--- config.mk ---
export PLATFORM = sky130hd
export DESIGN_NAME = bram_frame_writer
export DESIGN_NICKNAME = d
export VERILOG_FILES = /design/src/rtl/bram_frame_writer.sv
export SDC_FILE = /design/constraint.sdc
export NUM_CORES = 1
export LEC_CHECK = 0
export CAP_MARGIN = 20
export CORE_ASPECT_RATIO = 0.5
export CORE_UTILIZATION = 38
export CTS_BUF_LIST = sky130_fd_sc_hd__clkbuf_4 sky130_fd_sc_hd__clkbuf_8
export DETAILED_ROUTE_END_ITERATION = 8
export GPL_TIMING_DRIVEN = 0
export PLACE_DENSITY_LB_ADDON = 0.05
export SYNTH_ARGS = -nofsm -noshare
export SYNTH_HDL_FRONTEND = slang
export SYNTH_SLANG_ARGS = --single-unit
--- constraint.sdc ---
create_clock -name clk -period 3.1 [get_ports clk]
set_input_delay 0.465 -clock clk [delete_from_list [all_inputs] [get_ports clk]]
set_output_delay 0.465 -clock clk [all_outputs]
set_load 0.1 [all_outputs]
--- src/rtl/bram_frame_writer.sv ---
// bram_frame_writer: writes a binarized XSIZE x YSIZE frame into a 1-bit-wide
// bitmap RAM. The RAM address is {y[8:0], x[9:0]}. The block can either zero
// the whole bitmap (clear) or capture one frame from a pixel stream that is
// aligned on its start-of-frame marker. Every output is registered, so a write
// appears on the RAM port one cycle after the pixel is sampled.
module bram_frame_writer #(
  parameter int XSIZE = 640,  // pixels per line, at most 1024
  parameter int YSIZE = 480   // lines per frame, at most 512
) (
  input  logic        clk,
  input  logic        reset,            // asynchronous, active low
  input  logic        clear_start,
  input  logic        capture_start,
  input  logic        pix_valid,
  input  logic        pix_sof,
  input  logic        pix_data,
  output logic [18:0] bram_addr,
  output logic        bram_write_data,
  output logic        bram_we,
  output logic        busy,
  output logic        frame_done,
  output logic        sof_error
);

  typedef enum logic [2:0] {
    S_IDLE,
    S_CLEAR,
    S_ARM,
    S_CAPTURE,
    S_DONE
  } state_t;

  localparam logic [9:0] X_LAST = 10'(XSIZE - 1);
  localparam logic [8:0] Y_LAST = 9'(YSIZE - 1);

  state_t      state_q, state_d;
  logic [9:0]  x_q, x_d;
  logic [8:0]  y_q, y_d;

  logic [18:0] addr_d;
  logic        wdata_d;
  logic        we_d;
  logic        busy_d;
  logic        done_d;
  logic        sof_err_d;

  // Position and value of the write issued this cycle (if any).
  logic        do_write;
  logic [9:0]  wr_x;
  logic [8:0]  wr_y;
  logic        wr_bit;

  // Next-state logic: decide whether this cycle writes, where, and how the
  // raster position advances. A write to the last pixel ends the frame.
  always_comb begin
    state_d   = state_q;
    x_d       = x_q;
    y_d       = y_q;
    addr_d    = '0;
    wdata_d   = 1'b0;
    we_d      = 1'b0;
    done_d    = 1'b0;
    sof_err_d = 1'b0;
    do_write  = 1'b0;
    wr_x      = x_q;
    wr_y      = y_q;
    wr_bit    = 1'b0;

    case (state_q)
      S_IDLE: begin
        x_d = '0;
        y_d = '0;
        // Clear wins over a simultaneous capture request, which is dropped.
        if (clear_start) begin
          state_d = S_CLEAR;
        end else if (capture_start) begin
          state_d = S_ARM;
        end
      end
      S_CLEAR: begin
        do_write = 1'b1;
      end
      S_ARM: begin
        // Everything before the first start-of-frame pixel is discarded.
        if (pix_valid && pix_sof) begin
          do_write = 1'b1;
          wr_x     = '0;
          wr_y     = '0;
          wr_bit   = pix_data;
          state_d  = S_CAPTURE;
        end
      end
      S_CAPTURE: begin
        if (pix_valid) begin
          do_write = 1'b1;
          wr_bit   = pix_data;
          // A start-of-frame mid-frame resynchronises the raster to (0,0).
          if (pix_sof) begin
            wr_x      = '0;
            wr_y      = '0;
            sof_err_d = 1'b1;
          end
        end
      end
      S_DONE: begin
        done_d  = 1'b1;
        state_d = S_IDLE;
      end
      default: begin
        state_d = S_IDLE;
      end
    endcase

    if (do_write) begin
      we_d    = 1'b1;
      addr_d  = {wr_y, wr_x};
      wdata_d = wr_bit;
      if (wr_x == X_LAST && wr_y == Y_LAST) begin
        state_d = S_DONE;
        x_d     = '0;
        y_d     = '0;
      end else if (wr_x == X_LAST) begin
        x_d = '0;
        y_d = wr_y + 9'd1;
      end else begin
        x_d = wr_x + 10'd1;
        y_d = wr_y;
      end
    end

    // Registered busy tracks the state register it is loaded alongside.
    busy_d = (state_d != S_IDLE);
  end

  // State, raster position and registered outputs; reset clears all at once.
  always_ff @(posedge clk or negedge reset) begin
    if (!reset) begin
      state_q         <= S_IDLE;
      x_q             <= '0;
      y_q             <= '0;
      bram_addr       <= '0;
      bram_write_data <= 1'b0;
      bram_we         <= 1'b0;
      busy            <= 1'b0;
      frame_done      <= 1'b0;
      sof_error       <= 1'b0;
    end else begin
      state_q         <= state_d;
      x_q             <= x_d;
      y_q             <= y_d;
      bram_addr       <= addr_d;
      bram_write_data <= wdata_d;
      bram_we         <= we_d;
      busy            <= busy_d;
      frame_done      <= done_d;
      sof_error       <= sof_err_d;
    end
  end

endmodule

==> flow_metrics.tcl <==
set metrics [dict create \
    pwr_density_cell_nw_per_um2 576.3 \
    cts.sinks 46 \
    holdWs_ns 0.1040 \
    die_w_um 107.9 \
    htreeDepth 2 \
    start_util_pct 41.31 \
    cp.required_ns 3.32 \
    drive_gt1_share_pct 10.61 \
    top_layer "met4" \
    worst_slew_pin_slew_ns 0.9759 \
    status "finished clean" \
    dp.final_hpwl_um 3462 \
    wl_per_cell_um 15.21 \
    yosysWarnings 0 \
    viasPerCell 5.368 \
    synth_area_per_cell_um2 10.29 \
    cts_tree "done" \
    ys_types 36 \
    placementRows 18 \
    syn_inst 207 \
    final_cell_mix "dfrtp_1 (46), clkdlybuf4s50_1 (29), and2_1 (21)" \
    dr.first_iter.drc_count 120 \
    fin_crit_sh_pct 93.78 \
    root_buffer "clkbuf_8" \
    hold_path_class "input pin to async pin" \
    syn_nets 216 \
    postCtsSetupBuffers 0 \
    final.setup_skew_ns 0.005023 \
    ys_seq_area_share_pct 54.02 \
    r2r_slack_ns 0.28 \
    path_class "input pin to register" \
    ir_drop_mv 0.4477 \
    leakage_nw 1.193 \
    relSlewSlack_pct 34.74 \
    cts_hold_buf 0 \
    pin_count 31 \
    clk_path_buf_depth 2 \
    drc_errors 0 \
    numCtsBuffers 5 \
    die_h_um 54.95 \
    met2_length_um 1843 \
    numPortBuffers 30 \
    routabilityCongestion 0.8364 \
    cp-end-kind "register" \
    syn_area_um2 2131 \
    drt_pass1_iterations 4 \
    arrival_ns 3.13 \
    grt_overflow_total 0 \
    ant_nets 0 \
    fp.coreArea_um2 5157 \
    wl_um 4792 \
    max-cap-violations 0 \
    areaGrowthSynthToFinish_pct 24.13 \
    pre_cts_slack_ns -0.3769 \
    setup_slack_ns 0.1927 \
    setup_violations 0 \
    antenna_found_initial 0 \
    grt_max_degree 29 \
    track_usage_pct 18.66 \
    final_common_cell "dfrtp_1" \
    num_vias 1691 \
    diodes 0 \
    wl_met1_um 2548 \
    cp_max_fo 10 \
    fin_crit_ns 2.907 \
    stdcell_count 315 \
    ys_ff_latch 46 \
    r2r-end "y_q[0]$_DFFE_PN0P_" \
    wl_met3_um 340 \
    die_area_um2 5929 \
    worstReg2RegStart "state_q[2]$_DFF_PN0_" \
    rr_worst_depth 10 \
    grt_pass1_vias 1538 \
    hold_viol 0 \
    clk-insertion-delay-late_ns 0.30 \
    fill_cells 492 \
    place_inst 308 \
    rsz0062_at_grt "false" \
    nets 253 \
    report.final.slew_viol_count 0 \
    clk_pin_slew_ns 0.08 \
    fmax_ghz 0.3440 \
    grt_pass1_wl_um 7969 \
    crit_path_start_kind "input pin" \
]
[worst max path at each step]
stage / start / to / slack (ns) / cells after the start
finish: pix_sof / y_q[0]$_DFFE_PN0P_ / 0.19 / 11
global route: pix_sof / y_q[7]$_DFFE_PN0P_ / 0.02 / 11
CTS: state_q[2]$_DFF_PN0_ / y_q[7]$_DFFE_PN0P_ / 0.14 / 11
detailed placement: pix_sof / y_q[7]$_DFFE_PN0P_ / -0.38 / 11
global placement: pix_valid / y_q[0]$_DFFE_PN0P_ / -0.34 / 11
floorplan: state_q[2]$_DFF_PN0_ / y_q[7]$_DFFE_PN0P_ / 0.55 / 11
[sequential cells by signal, indices dropped and copies added (netlist names)]
name / cells
sof_error: 1
frame_done: 1
x_q: 10
state_q: 3
bram_write_data: 1
bram_addr: 19
y_q: 9
bram_we: 1
busy: 1
[routing by layer]
layer  vias to the layer above  GRT usage, %
met1                       795         27.96
li1                        826             -
met4                         0         6.849
met5                         -             0
met2                        62         25.75
met3                         8         4.684
[critical path: stages]
cell	delay, ns
clkdlybuf4s50_1	0.53
nand4b_1	0.27
clkbuf_2	0.28
nand2_1	0.16
inv_1	0.06
ha_1	0.18
and4_1	0.24
and3_1	0.22
a21oi_2	0.40
a21oi_1	0.13
nor3_1	0.17
[synth_stat cells, drive strengths merged]
master	count	area, µm²
a21o	5	45.04
a21oi	9	45.04
a22o	2	17.52
a31o	1	8.760
a31oi	8	50.05
a32o	4	40.04
and2	21	131.4
and3	7	43.79
and4	5	43.79
and4b	1	10.01
buf	4	38.78
clkbuf	5	20.01
dfrtp	46	1151
ha	2	25.02
inv	6	22.52
nand2	11	41.29
nand3	7	35.03
nand4	6	37.54
nand4b	1	8.760
nor2	15	56.30
nor2b	2	12.51
nor3	6	30.03
nor3b	4	30.03
nor4	4	40.04
o211ai	1	7.510
o21ai	17	85.08
o22ai	1	6.260
or2	2	12.51
or3	1	6.260
or3b	2	17.52
or4	1	11.26
[repair_timing]
item | CTS | global route
pin swaps | 0 | 1
gates resized for setup | 2 | 0
endpoints found under the setup margin | 8 | 11
endpoints found under the hold margin | 0 | 0
[metrics by stage]
step / util, % / instance area [µm²] / setup TNS, ns / total power [mW]
floorplan: - / 2131 / 0 / 0.9973
global placement: 48.84 / 2519 / -2.800 / 1.108
detailed placement: 49.13 / 2534 / -3.170 / 1.114
CTS: 51.36 / 2649 / 0 / 1.538
global route: 51.29 / 2645 / 0 / 1.602
finish: 51.29 / 2645 / 0 / 1.524
[where the power goes]
part,total (mW),internal (mW),switching (mW),leakage (nW)
combinational,0.412,0.121,0.290,0.521
clock,0.421,0.225,0.196,0.0575
sequential,0.692,0.649,0.0430,0.615
total,1.52,0.995,0.529,1.19
[cell type report]
cell class | count | area, µm² | share of cell area [%]
Sequential cell | 46 | 1151 | 43.52
Multi-Input combinational cell | 146 | 902.1 | 34.11
Timing Repair Buffer | 31 | 315.3 | 11.92
Clock buffer | 8 | 110.1 | 4.163
Tap cell | 70 | 87.58 | 3.311
Buffer | 8 | 56.30 | 2.129
Inverter | 6 | 22.52 | 0.8515
[cell families (layout without fill, tap and decap cells)]
group	count (synthesis)	in the layout	share of synthesized area (%)
adder cells (fa/ha/maj)	2	2	1.174
buffers and inverters	15	53	3.816
AO/OA/AOI/OAI	48	48	14.33
flip-flops	46	46	54.02
AND/OR/NAND/NOR	96	96	26.66
No activity file was read; power rests on OpenSTA's default activity.
==> RTL change: new RTL, config.mk and constraints unchanged <==
Register the output `bram_addr` once more, with the module's reset; this adds one clock of latency there. The other outputs are not delayed to match.
--- a/src/rtl/bram_frame_writer.sv
+++ b/src/rtl/bram_frame_writer.sv
@@ -32,6 +32,8 @@
 
   localparam logic [9:0] X_LAST = 10'(XSIZE - 1);
   localparam logic [8:0] Y_LAST = 9'(YSIZE - 1);
+
+  logic [18:0] bram_addr_s0;
 
   state_t      state_q, state_d;
   logic [9:0]  x_q, x_d;
@@ -138,7 +140,7 @@
       state_q         <= S_IDLE;
       x_q             <= '0;
       y_q             <= '0;
-      bram_addr       <= '0;
+      bram_addr_s0    <= '0;
       bram_write_data <= 1'b0;
       bram_we         <= 1'b0;
       busy            <= 1'b0;
@@ -148,7 +150,7 @@
       state_q         <= state_d;
       x_q             <= x_d;
       y_q             <= y_d;
-      bram_addr       <= addr_d;
+      bram_addr_s0    <= addr_d;
       bram_write_data <= wdata_d;
       bram_we         <= we_d;
       busy            <= busy_d;
@@ -157,5 +159,13 @@
     end
   end
 
+  always_ff @(posedge clk or negedge reset) begin
+    if (!reset) begin
+      bram_addr <= '0;
+    end else begin
+      bram_addr <= bram_addr_s0;
+    end
+  end
+
 endmodule
 
Formal check against the unedited RTL: not equivalent (Yosys sat finds a counterexample within 4 cycles, from zero or initial values and one cycle with reset low).
==> RTL change against the original RTL <==
Sequential cell count up 19; non-clock buffer count increased by 1; total power up 47%; design area up 26%; count of clock-buffer cells in the layout rose by 2; synthesized area rose by 24%; wire length up 14%; worst setup slack better by 0.044 ns; largest cell class unchanged; largest power group unchanged.
==> RTL change: results (changes against the original RTL) <==
[finish]
largestRegisters = bram_addr x19, bram_addr_s0 x19, x_q x10  ; was bram_addr x19, x_q x10, y_q x9
clkCellAreaFrac = 0.0742  ; was 0.0416
fill_cells = 619  ; was 492
ff_latch_area_um2 = 1630  ; was 1150 µm²
clock_buffers = 10  ; was 8
layout-drive-gt1-share = 0.104  ; was 0.106
layout.nonclk_buf_frac = 0.110  ; was 0.140
multi_input_area_um2 = 941  ; was 902 µm²
seq_cells = 65  ; was 46
n_all_inverters = 7  ; was 6
multi_input_cells = 151  ; was 146
final_core_util = 0.496  ; was 0.513

[place]
hpwl_mm = 3.72  ; was 3.46 mm
place.gp.congestion = 0.847  ; was 0.836
placed_area_um2 = 3060  ; was 2530 µm²

[outcome]
status = finished clean  ; unchanged

[grt]
gr-usage-met1 = 0.241  ; was 0.280
met3_usage = 0.0657  ; was 0.0468
grt_start_max_net_pins = 66  ; was 29
grt_pass1_wl_mm = 8.97  ; was 7.97 mm
track_usage = 0.170  ; was 0.187

[critical_path]
cp.arrival_ns = 3.09  ; was 3.13 ns
r2r-end = y_q[7]  ; was y_q[0]
cpPeakStageDelay_ns = 0.55  ; was 0.53 ns
worst_setup_path_startpoint = pix_valid  ; was pix_sof
r2r_start = state_q[1]  ; was state_q[2]
rrSetupSlack_ns = 0.35  ; was 0.28 ns

[drt]
vias = 1892  ; was 1691
met3_length_um = 459  ; was 340 µm
drt_iter0_drc = 144  ; was 120
met2_length_mm = 2.17  ; was 1.84 mm
viasPerCell = 5.10  ; was 5.37
wl_per_cell_um = 14.7  ; was 15.2 µm

[clock_tree]
numCtsBuffers = 9  ; was 5
cts_setup_buffers = 1  ; was 0
h-tree-depth = 3  ; was 2
clk_latency_ns = 0.35  ; was 0.30 ns

[logic_synthesis]
synth_commonest_cells = 65 x dfrtp_1, 26 x nand2_1, 21 x and2_1, 15 x o21ai_0, 12 x nand3_1  ; was 46 x dfrtp_1, 21 x and2_1, 17 x o21ai_0, 15 x nor2_1, 11 x nand2_1
synthTopCellsByArea = dfrtp_1 61%, and2_1 5.0%, nand2_1 3.7%  ; was dfrtp_1 54%, and2_1 6.2%, o21ai_0 4.0%
yosysUniqueCellTypes = 45  ; was 36
synth_nets = 241  ; was 216
ys_seq_area_frac = 0.615  ; was 0.540
synth_area_per_cell_um2 = 11.4  ; was 10.3 µm²

[sta]
skew_ns = 0.00962  ; was 0.00502 ns
layout_setup_ws_ns = 0.236  ; was 0.193 ns

[power]
p_leak_nw = 1.49  ; was 1.19 nW

==> RTL change: cell count changes after synthesis, sizes merged, moves of 4 or more <==
cell	before	now
a21oi	9	5
nand3	7	12
nand2	11	26
nor2	15	10
and4	5	1
dfrtp	46	65
==> RTL change: cell families (layout without fill, tap and decap cells) <==
family / after synthesis / after routing / share of synthesized area
adders and majority gates: 2 / 2 / 0.00945
DFF: 65 / 65 / 0.615
and+or+nand+nor: 98 / 98 / 0.209
xor gates and xnor gates: 3 / 3 / 0.00993
buffers and inverters: 16 / 63 / 0.0317
muxes: 1 / 1 / 0.00378
AOI/OAI and AO/OA: 47 / 47 / 0.122
==> RTL change: where the power goes <==
part	internal [W]	leakage (nW)	total (W)	switching, W
registers	0.000912	0.878	0.000954	0.0000415
logic	0.000122	0.488	0.000411	0.000289
clock network	0.000547	0.121	0.000874	0.000327
total	0.00158	1.49	0.00224	0.000657
